`src/rtl/alu_result_stage.sv`:
```
`default_nettype none
// ============================================================================
// Module   : alu_result_stage
// Purpose  : ALU result capture, branch/jump resolution with PC redirect and
//            squash window, 2-entry skid buffer toward register-file writeback.
// Revision : 1.0
// ============================================================================
module alu_result_stage #(
  parameter int XLEN         = 32,
  parameter int FLUSH_CYCLES = 2,
  parameter int CNT_W        = 32
) (
  input  logic             clk,
  input  logic             rst_n,
  input  logic             in_valid,
  output logic             in_ready,
  input  logic [XLEN-1:0]  alu_out,
  input  logic             zero,
  input  logic             less_than,
  input  logic             less_than_unsigned,
  input  logic [XLEN-1:0]  pc,
  input  logic [XLEN-1:0]  imm,
  input  logic [4:0]       rd,
  input  logic [2:0]       funct3,
  input  logic             is_branch,
  input  logic             is_jal,
  input  logic             is_jalr,
  input  logic             reg_write,
  output logic             out_valid,
  input  logic             out_ready,
  output logic [XLEN-1:0]  wb_data,
  output logic [4:0]       wb_rd,
  output logic             wb_en,
  output logic             redirect_valid,
  output logic [XLEN-1:0]  redirect_pc,
  output logic [CNT_W-1:0] retired
);

  localparam int SQ_W = (FLUSH_CYCLES < 2) ? 1 : $clog2(FLUSH_CYCLES + 1);
  localparam int PW   = XLEN + 5 + 1;

  typedef enum logic [1:0] {
    EMPTY = 2'd0,
    ONE   = 2'd1,
    TWO   = 2'd2
  } state_t;

  state_t            state_q, state_d;
  logic [PW-1:0]     e0_q, e0_d;
  logic [PW-1:0]     e1_q, e1_d;
  logic [SQ_W-1:0]   squash_q, squash_d;
  logic              redirect_valid_q, redirect_valid_d;
  logic [XLEN-1:0]   redirect_pc_q, redirect_pc_d;
  logic [CNT_W-1:0]  retired_q, retired_d;

  logic              br_taken;
  logic              is_jump;
  logic              take_redirect;
  logic              squashing;
  logic              accept;
  logic              drain;
  logic [XLEN-1:0]   target;
  logic [XLEN-1:0]   beat_data;
  logic              beat_en;
  logic [PW-1:0]     beat;

  always_comb begin
    br_taken = 1'b0;
    case (funct3)
      3'b000:  br_taken = zero;
      3'b001:  br_taken = ~zero;
      3'b100:  br_taken = less_than;
      3'b101:  br_taken = ~less_than;
      3'b110:  br_taken = less_than_unsigned;
      3'b111:  br_taken = ~less_than_unsigned;
      default: br_taken = 1'b0;
    endcase
    // Jumps dominate the branch flag: a jump is never treated as a branch.
    is_jump       = is_jal | is_jalr;
    take_redirect = is_jump | (is_branch & br_taken);
    target        = is_jalr ? {alu_out[XLEN-1:1], 1'b0} : (pc + imm);
    beat_data     = is_jump ? (pc + XLEN'(4)) : alu_out;
    beat_en       = reg_write & (rd != 5'd0) & ~(is_branch & ~is_jump);
    beat          = {beat_data, rd, beat_en};

    // While squashing, beats are dropped, so buffer occupancy does not gate ready.
    squashing = (squash_q != '0);
    in_ready  = rst_n & (squashing | (state_q != TWO));
    accept    = in_valid & in_ready & ~squashing;
    drain     = (state_q != EMPTY) & out_ready;
  end

  always_comb begin
    state_d          = state_q;
    e0_d             = e0_q;
    e1_d             = e1_q;
    squash_d         = squash_q;
    redirect_valid_d = 1'b0;
    redirect_pc_d    = redirect_pc_q;
    retired_d        = retired_q;

    if (in_valid && in_ready && squashing) begin
      squash_d = squash_q - SQ_W'(1);
    end

    if (accept) begin
      retired_d = retired_q + CNT_W'(1);
      if (take_redirect) begin
        redirect_valid_d = 1'b1;
        redirect_pc_d    = target;
        squash_d         = SQ_W'(FLUSH_CYCLES);
      end
    end

    case (state_q)
      EMPTY: begin
        if (accept) begin
          e0_d    = beat;
          state_d = ONE;
        end
      end
      ONE: begin
        if (accept && drain) begin
          e0_d = beat;
        end else if (accept) begin
          e1_d    = beat;
          state_d = TWO;
        end else if (drain) begin
          state_d = EMPTY;
        end
      end
      TWO: begin
        if (drain) begin
          e0_d    = e1_q;
          state_d = ONE;
        end
      end
      default: state_d = EMPTY;
    endcase
  end

  always_ff @(posedge clk) begin
    if (!rst_n) begin
      state_q          <= EMPTY;
      e0_q             <= '0;
      e1_q             <= '0;
      squash_q         <= '0;
      redirect_valid_q <= 1'b0;
      redirect_pc_q    <= '0;
      retired_q        <= '0;
    end else begin
      state_q          <= state_d;
      e0_q             <= e0_d;
      e1_q             <= e1_d;
      squash_q         <= squash_d;
      redirect_valid_q <= redirect_valid_d;
      redirect_pc_q    <= redirect_pc_d;
      retired_q        <= retired_d;
    end
  end

  assign out_valid              = (state_q != EMPTY);
  assign {wb_data, wb_rd, wb_en} = e0_q;
  assign redirect_valid         = redirect_valid_q;
  assign redirect_pc            = redirect_pc_q;
  assign retired                = retired_q;

endmodule
`default_nettype wire

```
`config.mk`:
```
export PLATFORM = sky130hd
export DESIGN_NAME = alu_result_stage
export DESIGN_NICKNAME = d
export VERILOG_FILES = /design/src/rtl/alu_result_stage.sv
export SDC_FILE = /design/constraint.sdc
export NUM_CORES = 1
export LEC_CHECK = 0
export ABC_CLOCK_PERIOD_IN_PS = 4080
export BUFFER_PORTS_ARGS = -buffer_cell sky130_fd_sc_hd__buf_2
export CAP_MARGIN = 5
export CELL_PAD_IN_SITES_DETAIL_PLACEMENT = 0
export CELL_PAD_IN_SITES_GLOBAL_PLACEMENT = 1
export CORE_MARGIN = 1
export CORE_UTILIZATION = 40
export DETAILED_ROUTE_END_ITERATION = 10
export GPL_TIMING_DRIVEN = 0
export PLACE_DENSITY = 0.92
export SYNTH_ARGS = -nofsm -noshare
export SYNTH_HDL_FRONTEND = slang
export SYNTH_SLANG_ARGS = --single-unit
```
`constraint.sdc`:
```
create_clock -name clk -period 4.08 [get_ports clk]
set_input_delay 0.816 -clock clk [delete_from_list [all_inputs] [get_ports clk]]
set_output_delay 0.816 -clock clk [all_outputs]
set_load 0.05 [all_outputs]
```
Yosys cells after proc, flatten, opt, wreduce, memory -nomap -nowiden
Cells that the tools add are included.
{ "classes": {"n_eq_ne": 13, "n_reduce_logical": 14, "n_addsub": 4, "muxes": 17, "bitwise": 18} }
{ "ops": {"columns": ["cell", "count"], "rows": [
  ["$mux W38", 3],
  ["$pmux W38 S3", 1],
  ["$mux W32", 2],
  ["$add A32 B1 Y32 const B", 1],
  ["$add A32 B3 Y32 const B", 1],
  ["$add A32 B32 Y32", 1],
  ["$mux W2", 8],
  ["$eq A3 B3 Y1 const B", 4],
  ["$ne A2 B2 Y1 const B", 5],
  ["$and A1 B1 Y1", 8],
  ["$reduce_and A4 Y1", 2],
  ["$not A1 Y1", 7],
  ["$pmux W1 S6", 1],
  ["$pmux W2 S3", 1],
  ["$reduce_bool A5 Y1", 1],
  ["$reduce_and A2 Y1", 2],
  ["$reduce_bool A2 Y1", 2],
  ["$eq A3 B1 Y1 const B", 1],
  ["$logic_and A1 B1 Y1", 3],
  ["$logic_not A3 Y1", 1],
  ["$ne A3 B3 Y1 const B", 1],
  ["$or A1 B1 Y1", 3],
  ["$reduce_and A3 Y1", 1],
  ["$reduce_bool A3 Y1", 1],
  ["other kinds (5)", 5]
]} }
{ "totals": {"in_bits": 115, "ff_bits": 145, "output_inout_bits": 105} }

Logic depth before layout (Yosys ltp)
{ "depth": {"depth_word": 8, "ltp_mapped": 10, "ltp_nobuf": 9} }

Worst setup path after synthesis
No wires, ideal clock.
{ "synth_timing": {"path_kind": "in2reg", "start": "input pc[0]", "end": "register redirect_pc_q[30] (netlist: redirect_pc[30])", "setup_slack_ns": 1.114, "path_stages": 9, "arrival_time_ns": 2.842, "required_time_ns": 3.956, "cell_sequence": "ha_1 fa_1 a211oi_1 o21ai_1 o2111ai_2 a311oi_1 nor4_2 mux2i_1 nand3_1"} }
{ "synth_between": {"elab_chain_len": 2} }
{ "synth_lines": {"columns": ["element", "line_no", "rtl"], "rows": [
  ["start: declaration", "21", "input logic [XLEN-1:0] pc,"],
  ["$add A32 B32 Y32", "81", "target = is_jalr ? {alu_out[XLEN-1:1], 1'b0} : (pc + imm);"],
  ["$mux W32", "81", null],
  ["end signal: assignment", "157", "redirect_pc_q <= redirect_pc_d;"],
  ["end: declaration", "53", "logic [XLEN-1:0] redirect_pc_q, redirect_pc_d;"]
]} }
Every way passes these cells.
A chain may end at the register's enable or synchronous reset.

Worst setup path in the final report
{ "layout_timing": {"start": "input pc[0]", "end": "register redirect_pc_q[26] (netlist: redirect_pc[26])"} }
Same word-level chain as after synthesis.

==> impl_results.md <==
- Register area share after synthesis: about a third
- Largest net degree at the start of global routing: 17
- Power Total: 4.349 mW
- RSZ-0062 raised after global routing: no
- Final slew viol count: 0
- Chip height: between 150 and 200 um
- Layout cells sized above 1: 19.89%
- Crit path launch type: primary input
- Commonest cells in the synthesized netlist: 148 x nand2_1, 145 x dfxtp_1, 125 x a21oi_1, 101 x nor2_1, 75 x o21ai_0
- Row count: 53
- Synth top area cells: dfxtp_1 33%, a21oi_1 7.1%, nand2_1 6.3%
- Clock-pin slew on the worst setup and hold paths: 60 ps
- GRT Util Overall: 28.71%
- Cell taking the most area after synthesis: dfxtp_1
- DR vias: 9531
- CTS HTree Levels: 4
- Clk_skew: 6.260 ps
- Area delta synth->final: 23.38%
- Dominant cell by count in the synthesized netlist: nand2_1
- Worst-path fanout max: 7
- Worst VDD drop: 0.3456 mV
- Setup Viol. Count Final: 0
- Setup TNS: 0 ps
- Net count after synthesis: 1297
- Worst min path class: reg -> reg
- Max-Cap Viols: 0
- IO Pins: 220
- Post-CTS Setup Inserts: 0
- Die W: 150.2 um
- Number of global-route vias before repair: 8712
- Drt pass-1 iters: 5
- Ys async rst share: 0%
- IO Port Bufs: 219
- Hold buffers post-CTS: 0
- YS warnings: 0
- Status: finished, final reports clean
- Routed WL: 32.52 mm
- Setup CP Type: in -> reg
- Die Area: between 0.02 and 0.025 mm^2
- Crit path time final: 3286 ps
- Number of synthesized flops with an enable pin: 0
- CTS root buf: clkbuf_16
- P_leak: 4.632 nW
- Fin nets: approximately 1500
- Fillers: roughly 2100
- Post-route ant nets: 0
- Mapped cell area: 0.008786 mm^2
- Clock buffer count from CTS: 17
- Predominant post-synthesis flop cell: dfxtp_1
- Worst skew pair latency: 430 ps
- Top cell type's share of synthesized area: 33.04%
- Worst-Margin Slew: 835.1 ps
- Overflow left after global routing: 0
- Syn Area/Cell: about 7.7 um^2
- Post-Synthesis Cells: 1147
- Cts repair resizes: 0
- Initial Util: approximately two fifths
- Synth Register Bits: 145
- Fmax: 304.4 MHz
- DP Wirelength: 25.72 mm
- Post-route DRC violation count: 0
- Relative slew slack: 44.33%
- Final Hold Viols: 0
- DR WL/cell: approximately 19 um
- GP Congestion: 0.9352
- Bufs on Longest Clock Path: 2
- TritonCTS clock tree: built
- Core Box Area: 0.02129 mm^2
- P per Cell Area: 401.2 mW/mm^2
- Library cells used by synthesis: 67
- Clk sinks: 145
- Required @ worst endpoint: 4380 ps
- Initial antenna violation count: 2
- Initial drt markers: about 800
- Via-to-Cell Ratio: around 5.7
- Crit. End Element: flip-flop
- Data arrival, critical path: 3580 ps
- First-pass GRT wire length: 48.78 mm
- Final worst-path cycle share: 80.53%
sequential cells by signal (all words and copies together) (netlist names):
| register | flops |
|---|---|
| state_q | 2 |
| squash_q | 2 |
| redirect_pc | 32 |
| retired | 32 |
| e1_q | 38 |
| redirect_valid | 1 |
| e0_q | 38 |
layout by cell type, fill, tap and decap left out, drive strengths merged, types with 14 or more instances in the layout:
| cell type | Yosys | layout |
|---|---|---|
| nor3 | 17 | 17 |
| ha | 34 | 34 |
| a211oi | 21 | 21 |
| nand4 | 28 | 28 |
| and3 | 24 | 24 |
| clkbuf | 66 | 89 |
| o21ai | 81 | 81 |
| inv | 13 | 14 |
| xnor2 | 42 | 42 |
| a21oi | 125 | 125 |
| nand3 | 54 | 54 |
| xor2 | 40 | 40 |
| o211ai | 26 | 26 |
| buf | 14 | 233 |
| dfxtp | 145 | 145 |
| a311oi | 16 | 16 |
| a21o | 20 | 20 |
| nor2 | 101 | 101 |
| nand2 | 149 | 149 |
metal layers:
| layer | share of wire [%] | wire [um] | up-vias | track usage, % |
|---|---|---|---|---|
| met1 | 42 | 13810 | 4439 | 38.16 |
| met3 | 8.2 | 2680 | 68 | 4.485 |
| met4 | 3.7 | 1202 | 0 | 12.47 |
| met5 | 0 | 0 | - | 0 |
| li1 | - | - | 4617 | - |
| met2 | 46 | 14840 | 407 | 45.93 |
final timing paths:
path	from	endpoint	slack (ps)	depth (start not counted)
hold reg to reg	redirect_pc[2]	redirect_pc[2]	450	2
setup reg to reg	squash_q[0]	e0_q[24]	1140	9
setup / recovery	pc[0]	redirect_pc[26]	790	10
hold / removal	redirect_pc[2]	redirect_pc[2]	450	2
cell families after synthesis:
kind of cell / synth area share (%)
AND/OR/NAND/NOR: 24.44
XOR/XNOR: 8.174
multiplexers: 1.367
flip-flops: 33.04
AO/OA/AOI/OAI: 23.61
adder cells (fa/ha/maj): 5.070
buffers and inverters: 4.301
where the power goes:
group | total (mW) | internal (mW) | switching (mW) | leakage [nW]
sequential | 1.56 | 1.50 | 0.0585 | 1.18
combinational | 1.18 | 0.344 | 0.832 | 3.15
clock | 1.61 | 0.994 | 0.615 | 0.305
total | 4.35 | 2.84 | 1.51 | 4.63
through the flow:
| stage | util, % | hold slack [ps] | area, um^2 | setup slack [ps] | cells |
|---|---|---|---|---|---|
| 2_1_floorplan | - | 432.3 | 8786 | 1114 | 1147 |
| 3_3_place_gp | 48.04 | 436.4 | 10230 | 467.9 | 1641 |
| 3_5_place_dp | 48.04 | 443.2 | 10230 | 452.4 | 1641 |
| 4_1_cts | 50.90 | 449.6 | 10840 | 887.9 | 1673 |
| 5_1_grt | 50.93 | 476.0 | 10840 | 698.5 | 1675 |
| 6_report | 50.93 | 450.3 | 10840 | 794.3 | 1675 |
worst max-delay path, stage by stage:
cell       delay, ps
buf_2            110
ha_1             220
fa_1             450
a211oi_1         290
o21ai_1          180
o2111ai_2        440
a311oi_1         230
nor4_2           480
xor2_1           250
o22ai_1          110
final cells by class:
cell class,instances,area [um^2],share of cell area (%)
Buffer,80,329.1,3.036
Antenna cell,2,5.005,0.04617
Sequential cell,145,2903,26.78
Timing Repair Buffer,219,1096,10.11
Multi-Input combinational cell,909,5505,50.78
Clock buffer,23,508.0,4.686
Clock inverter,9,101.3,0.9349
Inverter,13,48.80,0.4501
Tap cell,275,344.1,3.174
No activity file was read; power rests on OpenSTA's default activity.
